--- src/rtl/filter_sum_stage_if.sv ---
`default_nettype none
// ============================================================================
// Module   : filter_sum_stage_if
// Brief    : Input vector / result bundle for the filter accumulation stage.
// Revision : 1.0 - initial release
// ============================================================================
interface filter_sum_stage_if #(
  parameter int SHIFT = 4
);
  logic                en;
  logic                in_valid;
  logic [71:0]         w_bus;
  logic [143:0]        p_bus;
  logic [11:0]         sum_b;
  logic [19:0]         sum_a;
  logic [11-SHIFT:0]   b_q;
  logic [19-SHIFT:0]   a_q;
  logic                out_valid;

  modport master (
    output en, in_valid, w_bus, p_bus,
    input  sum_b, sum_a, b_q, a_q, out_valid
  );

  modport slave (
    input  en, in_valid, w_bus, p_bus,
    output sum_b, sum_a, b_q, a_q, out_valid
  );
endinterface
`default_nettype wire

--- src/rtl/filter_sum_stage.sv ---
`default_nettype none
// ============================================================================
// Module   : filter_sum_stage
// Brief    : Two-stage weight/product accumulator for the 3x3 average filter.
// Revision : 1.0 - initial release
// ============================================================================

module filter_sum_stage_add5 #(
  parameter int IN_W  = 8,
  parameter int OUT_W = 12
) (
  input  wire logic [IN_W-1:0]  a,
  input  wire logic [IN_W-1:0]  b,
  input  wire logic [IN_W-1:0]  c,
  input  wire logic [IN_W-1:0]  d,
  input  wire logic [IN_W-1:0]  e,
  output logic      [OUT_W-1:0] sum
);
  localparam int PAD = OUT_W - IN_W;

  assign sum = {{PAD{1'b0}}, a} + {{PAD{1'b0}}, b} + {{PAD{1'b0}}, c}
             + {{PAD{1'b0}}, d} + {{PAD{1'b0}}, e};
endmodule

module filter_sum_stage #(
  parameter int SHIFT = 4
) (
  input  wire logic            clk,
  input  wire logic            rst_n,
  filter_sum_stage_if.slave    bus
);
  logic [7:0]  w_w [0:8];
  logic [15:0] w_p [0:8];

  // Index 0 holds w1/p1, which sit in the most significant lane of each bus.
  for (genvar k = 0; k < 9; k++) begin : g_unpack
    assign w_w[k] = bus.w_bus[71  - 8*k  -: 8];
    assign w_p[k] = bus.p_bus[143 - 16*k -: 16];
  end

  logic [11:0] w_wb_hi, w_wb_lo;
  logic [19:0] w_pa_hi, w_pa_lo;

  filter_sum_stage_add5 #(.IN_W(8), .OUT_W(12)) u_wb_hi (
    .a(w_w[4]), .b(w_w[5]), .c(w_w[6]), .d(w_w[7]), .e(w_w[8]), .sum(w_wb_hi)
  );
  filter_sum_stage_add5 #(.IN_W(8), .OUT_W(12)) u_wb_lo (
    .a(w_w[0]), .b(w_w[1]), .c(w_w[2]), .d(w_w[3]), .e(8'd0), .sum(w_wb_lo)
  );
  filter_sum_stage_add5 #(.IN_W(16), .OUT_W(20)) u_pa_hi (
    .a(w_p[4]), .b(w_p[5]), .c(w_p[6]), .d(w_p[7]), .e(w_p[8]), .sum(w_pa_hi)
  );
  filter_sum_stage_add5 #(.IN_W(16), .OUT_W(20)) u_pa_lo (
    .a(w_p[0]), .b(w_p[1]), .c(w_p[2]), .d(w_p[3]), .e(16'd0), .sum(w_pa_lo)
  );

  logic [63:0] r_pre;
  logic        r_pre_valid;
  logic [11:0] r_sum_b;
  logic [19:0] r_sum_a;
  logic        r_out_valid;

  logic [11:0] w_pre_wb_hi, w_pre_wb_lo;
  logic [19:0] w_pre_pa_hi, w_pre_pa_lo;

  assign w_pre_wb_hi = r_pre[63:52];
  assign w_pre_wb_lo = r_pre[51:40];
  assign w_pre_pa_hi = r_pre[39:20];
  assign w_pre_pa_lo = r_pre[19:0];

  // Data registers load on every enabled edge; only the valid bits qualify them.
  always_ff @(posedge clk or negedge rst_n) begin
    if (!rst_n) begin
      r_pre       <= '0;
      r_pre_valid <= 1'b0;
      r_sum_b     <= '0;
      r_sum_a     <= '0;
      r_out_valid <= 1'b0;
    end else if (bus.en) begin
      r_pre       <= {w_wb_hi, w_wb_lo, w_pa_hi, w_pa_lo};
      r_pre_valid <= bus.in_valid;
      r_sum_b     <= w_pre_wb_hi + w_pre_wb_lo;
      r_sum_a     <= w_pre_pa_hi + w_pre_pa_lo;
      r_out_valid <= r_pre_valid;
    end
  end

  assign bus.sum_b     = r_sum_b;
  assign bus.sum_a     = r_sum_a;
  assign bus.b_q       = r_sum_b[11:SHIFT];
  assign bus.a_q       = r_sum_a[19:SHIFT];
  assign bus.out_valid = r_out_valid;
endmodule
`default_nettype wire

--- src/flat_wrapper.sv ---
// flat-port wrapper written by rule: the top's interface ports become plain ports
module filter_sum_stage_flat 
#(
  parameter int SHIFT = 4
)
  (clk, rst_n, bus_en, bus_in_valid, bus_w_bus, bus_p_bus, bus_sum_b, bus_sum_a, bus_b_q, bus_a_q, bus_out_valid);
  filter_sum_stage_if #(.SHIFT(SHIFT)) bus_i ();
  input  wire logic clk;
  input  wire logic rst_n;
  input wire logic [$bits(bus_i.en)-1:0] bus_en;
  input wire logic [$bits(bus_i.in_valid)-1:0] bus_in_valid;
  input wire logic [$bits(bus_i.w_bus)-1:0] bus_w_bus;
  input wire logic [$bits(bus_i.p_bus)-1:0] bus_p_bus;
  output wire logic [$bits(bus_i.sum_b)-1:0] bus_sum_b;
  output wire logic [$bits(bus_i.sum_a)-1:0] bus_sum_a;
  output wire logic [$bits(bus_i.b_q)-1:0] bus_b_q;
  output wire logic [$bits(bus_i.a_q)-1:0] bus_a_q;
  output wire logic [$bits(bus_i.out_valid)-1:0] bus_out_valid;
  assign bus_i.en = bus_en;
  assign bus_i.in_valid = bus_in_valid;
  assign bus_i.w_bus = bus_w_bus;
  assign bus_i.p_bus = bus_p_bus;
  assign bus_sum_b = bus_i.sum_b;
  assign bus_sum_a = bus_i.sum_a;
  assign bus_b_q = bus_i.b_q;
  assign bus_a_q = bus_i.a_q;
  assign bus_out_valid = bus_i.out_valid;
  filter_sum_stage #(.SHIFT(SHIFT)) u_core (.clk(clk), .rst_n(rst_n), .bus(bus_i));
endmodule
--- config.mk ---
export PLATFORM = sky130hd
export DESIGN_NAME = filter_sum_stage_flat
export DESIGN_NICKNAME = d
export VERILOG_FILES = /design/src/rtl/filter_sum_stage_if.sv /design/src/rtl/filter_sum_stage.sv /design/src/flat_wrapper.sv
export SDC_FILE = /design/constraint.sdc
export NUM_CORES = 1
export LEC_CHECK = 0
export CAP_MARGIN = 10
export CORE_UTILIZATION = 35
export CTS_BUF_LIST = sky130_fd_sc_hd__clkbuf_4
export DETAILED_ROUTE_END_ITERATION = 10
export PLACE_DENSITY = 0.64
export SETUP_SLACK_MARGIN = 0.02
export SYNTH_ARGS = -nofsm -noshare
export SYNTH_HDL_FRONTEND = slang
export SYNTH_HIERARCHICAL = 1
export SYNTH_SLANG_ARGS = --single-unit
--- constraint.sdc ---
create_clock -name clk -period 2.9 [get_ports clk]
set_clock_uncertainty 0.2 [all_clocks]
set_input_delay 0.58 -clock clk [delete_from_list [all_inputs] [get_ports clk]]
set_output_delay 0.58 -clock clk [all_outputs]
set_load 0.02 [all_outputs]
==> Yosys cells after proc, flatten, opt, wreduce, memory -nomap -nowiden <==
Cells that the tools add are included.
{ "totals": {"register_bits": 98, "latch_bits": 0, "ram_bits": 0, "romBits": 0, "output_inout_bits": 57, "mem_count": 0} }
{ "op_classes": {"addsub": 16, "multipliers": 0, "div": 0, "magnitude_cmp": 0, "eq_ne": 0, "shifts": 0, "muxes": 0, "bitwise_logic": 0, "n_reduce_logical": 0} }
{ "op_table": {"columns": ["cell", "count"], "rows": [
  ["20-bit by 16-bit adder with 20-bit output", 5],
  ["12-bit by 8-bit adder with 12-bit output", 5],
  ["16-bit by 16-bit adder with 17-bit output", 2],
  ["20-bit adder", 1],
  ["8-bit by 8-bit adder with 9-bit output", 2],
  ["12-bit adder", 1]
]} }

==> Depth between registers and ports, before layout <==
{ "depth": {"depth_word": 4, "ltp_mapped": 22, "mapped_depth_nobuf": 22} }

==> Hierarchy <==
The synthesis kept the hierarchy.
{ "modules_own_cells": {"columns": ["mod", "instances", "cells_each", "area_each_um2", "seq_area_each_um2"], "rows": [
  ["filter_sum_stage", 1, 466, 5346.4, 2452.4],
  ["filter_sum_stage_add5 at u_core.u_pa_hi", 1, 310, 2427.3, 0.0],
  ["filter_sum_stage_add5 at u_core.u_pa_lo", 1, 300, 2376.0, 0.0],
  ["filter_sum_stage_add5 at u_core.u_wb_hi ...", 2, 141, 1156.1, 0.0]
]} }

==> Least setup slack after synthesis <==
No wires, ideal clock.
{ "synth_path": {"path_kind": "input -> register", "from": "in bus_p_bus[66]", "to": "reg u_core.r_pre[37]", "setup_time_ps": 125, "arrival_time_ps": 4605, "required_ps": 2575, "setup_slack_ps": -2030, "stages": 19, "path_buffers": 0, "path_cell_list": "inv_1 > fa_1 > fa_1 > inv_1 > ha_1 > a211oi_2 > o21ai_0 > a31oi_1 > o21bai_1 > a21oi_1 > xnor2_1 > ha_1 > a211oi_1 > nor2_1 > or4_1 > a31oi_2 > a221o_1 > xnor2_1 > mux2_2"} }
{ "synth_between": {"elab_chain_cells": 4} }
{ "synth_lines": {"columns": ["item", "line_no", "text"], "rows": [
  ["start: declaration", "flat_wrapper.sv:13", "input wire logic [$bits(bus_i.p_bus)-1:0] bus_p_bus;"],
  ["16-bit by 16-bit adder with 17-bit output", "filter_sum_stage.sv:21", "assign sum = {{PAD{1'b0}}, a} + {{PAD{1'b0}}, b} + {{PAD{1'b0}}, c}"],
  ["20-bit by 16-bit adder with 20-bit output", "filter_sum_stage.sv:21", null],
  ["20-bit by 16-bit adder with 20-bit output (2 in series)", "filter_sum_stage.sv:22", "+ {{PAD{1'b0}}, d} + {{PAD{1'b0}}, e};"],
  ["via u_core.w_pa_hi[17]", "filter_sum_stage.sv:42", "logic [19:0] w_pa_hi, w_pa_lo;"],
  ["end signal: assignment", "filter_sum_stage.sv:80", "r_pre <= {w_wb_hi, w_wb_lo, w_pa_hi, w_pa_lo};"],
  ["end: declaration", "filter_sum_stage.sv:57", "logic [63:0] r_pre;"]
]} }
The timed path passes the listed nets, and every way through them passes these cells.
A chain may end at the register's enable or synchronous reset.

==> Worst setup path in the final report <==
{ "layout_path": {"from": "in bus_p_bus[49]", "to": "reg u_core.r_pre[37]"} }
The elaborated chain is that of the path after synthesis.

==> results.yml <==
status:
  status: "finished, violations left"
  violations: "negative setup slack"
floorplan:
  coreArea_um2: 34800
  start_util: 0.358
  rows: 68
  ios: 277
  fp.dieW_um: 191
  die_h_um: 191
  die_area_um2: 36400
synthesis:
  yosysWarnings: 6
  synth_area_leader_cell: "dfrtp_1"
  ys_ff_latch: 98
  synthArstFlopShare: 1.00
  ys.flop_type: "dfrtp_1"
  synth.top_cell.area_share: 0.197
  yosys-top-cells-area: "dfrtp_1 20%, fa_1 16%, ha_1 13%"
  netlist_area_um2: 12500
  synth_edf_count: 0
  syn_inst: 1358
  yosysSeqAreaShare: 0.197
  synthDistinctLibCells: 75
  synth_area_per_cell_um2: 9.18
sta:
  hold_viol: 0
  fmax_mhz: 221
  period_share: 1.56
  max_slew_margin: 0.565
  tightest_slew_ns: 0.653
  min_period_ns: 4.52
  layout_setup_ws_ns: -1.62
  rsz0062_at_grt: "true"
  maxSlewViolCount: 0
  setup_viol: 49
  timing.hold.ws_ns: 0.316
clock_tree:
  h-tree-depth: 3
  numCtsBuffers: 9
  tritoncts: "yes"
  root_buffer: "clkbuf_4"
  clk_path_buf_depth: 2
  clock_latency_ns: 0.48
  clkSinkCount: 98
  clkSlewWorstSetupHoldPaths_ns: 0.16
flow_run:
  maxCapViolations: 0
worst_setup_path:
  timing.rr.start: "u_core/r_pre[0]"
  cp_slowest_cell: "or4_4"
  crit_start: "bus_p_bus[49]"
  rr_worst_depth: 8
  crit_fanout: 4
  crit_path_cell_trace: "buf_6, inv_4, fa_2, fa_1, inv_2, ha_4, fa_2, a21o_1, nand3_2, a31o_4, nand2b_1, a21oi_2, xnor2_1, ha_2, a211oi_2, nor2_1, or4_4, a31oi_4, a221o_1, xnor2_1, mux2_4"
  crit_path_end: "u_core/r_pre[37]"
  critPathKind: "primary input to flop"
  cp_num_cells: 21
  max_stage_delay_ns: 0.55
  startpoint_type: "primary input"
  crit_buf_inv: 3
  crit_arrival_ns: 4.70
  cp.required_ns: 3.08
  reg2reg_to: "u_core/bus.sum_a[16]"
  cp-end-kind: "flop"
  cp_top_family: "adder cells"
  regToRegSetupSlack_ns: 0.18
place:
  placed_area_um2: 17400
  io_buffers: 276
  dp_slack_ns: -2.66
  routabilityCongestion: 0.828
  dp_hpwl_mm: 25.2
routing:
  wl_per_cell_um: 13.6
  post-route-drc-count: 0
  routed_via_density: 4.84
  drtIter0Drc: 396
  wl_mm: 31.4
  ant_nets: 0
  first_pass_iters: 4
  vias: 11170
pwr:
  swShare: 0.438
  seq_power_share: 0.127
  p_leak_nw: 9.11
  ir_drop_v: 0.000709
  clock_power_share: 0.035
  combPwrFrac: 0.838
  power.switching_w: 0.00923
  power.internal_w: 0.0118
  power_density_nw_per_um2: 1100
cells_and_area:
  multi_input_area_um2: 10600
  syn2layout_area_growth_pct: 54.2
  final_cell_area_um2: 19200
  register_area_um2: 2450
  fillers: 3028
  nets: 2301
  drive_gt1_frac: 0.395
global_route:
  first_global_vias: 11621
  track_usage: 0.175
  grt_pass1_wl_mm: 52.5
  antenna_found_initial: 1
  grt_overflow: 0
  grt_max_degree: 113
min_path:
  hold_path.class: "flop to flop"
synthesized netlist by cell type, types with 5 or more instances:
cell / instances
a211o_1: 6
a211oi_1: 15
a21o_1: 35
a21oi_1: 93
and3_1: 8
buf_4: 28
clkbuf_1: 16
conb_1: 5
dfrtp_1: 98
fa_1: 102
ha_1: 132
inv_1: 254
mux2_2: 82
nand2_1: 45
nand2b_1: 7
nand3_1: 15
nand3b_1: 7
nand4_1: 6
nor2_1: 67
nor2b_1: 5
nor3_1: 14
nor4_1: 6
o211ai_1: 13
o21a_1: 27
o21ai_0: 52
o21ai_1: 14
o21bai_1: 17
o31ai_1: 5
or3_1: 6
or4_1: 6
xnor2_1: 58
xor2_1: 36
power groups by stage:
stage	clock [W]	combinational, W	sequential (W)
final	0.000737	0.0177	0.00268
after detailed placement	0	0.0146	0.00272
after floorplan	0	0.0101	0.00270
after global routing	0.000820	0.0194	0.00276
after CTS	0.000772	0.0165	0.00269
after global placement	0	0.0144	0.00269
layer usage:
metal	track usage	routed length, µm
met2	0.335	16800
met5	0	0
met1	0.209	13100
met4	0.0326	384
met3	0.0175	1140
registers in the layout, indices dropped and copies added, names as in the netlist:
| name | cells |
|---|---|
| u_core/bus.out_valid | 1 |
| u_core/r_pre_valid | 1 |
| u_core/bus.sum_b | 12 |
| u_core/bus.sum_a | 20 |
| u_core/r_pre | 64 |
worst min-delay path by stage:
stage          cells after the start                    to                 from  slack [ns]
6_report                           2   u_core/bus.sum_b[3]  u_core/bus.sum_b[3]        0.32
5_1_grt                            1   u_core/bus.sum_a[3]  u_core/bus.sum_a[3]        0.35
4_1_cts                            2   u_core/bus.sum_b[3]  u_core/bus.sum_b[3]        0.32
3_5_place_dp                       2   u_core/bus.sum_b[3]  u_core/bus.sum_b[3]        0.28
3_3_place_gp                       1   u_core/bus.sum_a[3]  u_core/bus.sum_a[3]        0.28
2_1_floorplan                      0  u_core/bus.out_valid                rst_n        0.08
area by class of cell:
class,instances,area share
Clock buffer,9,0.00352
Sequential cell,98,0.128
Inverter,254,0.0525
Multi-Input combinational cell,985,0.550
Tap cell,455,0.0296
Antenna cell,1,0.000130
Clock inverter,6,0.00352
Timing Repair Buffer,499,0.233
tightest hold or removal path: stages (launching register included):
cell,delay (ns)
dfrtp_1,0.38
nand2_1,0.05
o21ai_0,0.06
layout by cell type, fill, tap and decap left out, types with 48 or more instances in the layout:
cell type        instances
inv_1                  139
nor2_1                  55
ha_1                    77
clkdlybuf4s50_1        163
dfrtp_1                 98
fa_1                    86
ha_4                    48
inv_2                  103
buf_4                  183
buf_6                   54
a21oi_1                 55
timing repair:
action | in CTS | in global routing
hold endpoints to repair | 34 | 0
hold buffers | 1 | 0
endpoints found under the setup margin | 54 | 57
gates cloned | 0 | 0
pin swaps | 232 | 210
gates resized for setup | 405 | 249
setup buffers | 48 | 23
stage by stage:
stage,power (W),TNS (ns),utilization,cells
6_report,0.0211,-35.15,0.552,2307
5_1_grt,0.0230,-39.48,0.552,2307
3_3_place_gp,0.0171,-84.86,0.500,2238
2_1_floorplan,0.0128,-55.98,-,1384
3_5_place_dp,0.0173,-86.14,0.500,2238
4_1_cts,0.0199,-35.44,0.531,2293
cells by family (layout without fill, tap and decap cells):
kind of cell | Yosys count | after routing | share of synthesized area
xor gates and xnor gates | 94 | 94 | 0.0661
and+or+nand+nor | 208 | 208 | 0.0846
other | 5 | 32 | 0.00151
AOI/OAI and AO/OA | 336 | 336 | 0.181
buffers and inverters | 301 | 768 | 0.0999
muxes | 82 | 82 | 0.0741
DFF | 98 | 98 | 0.197
adders and majority gates | 234 | 234 | 0.296
Power figures use the tool's default switching activity.
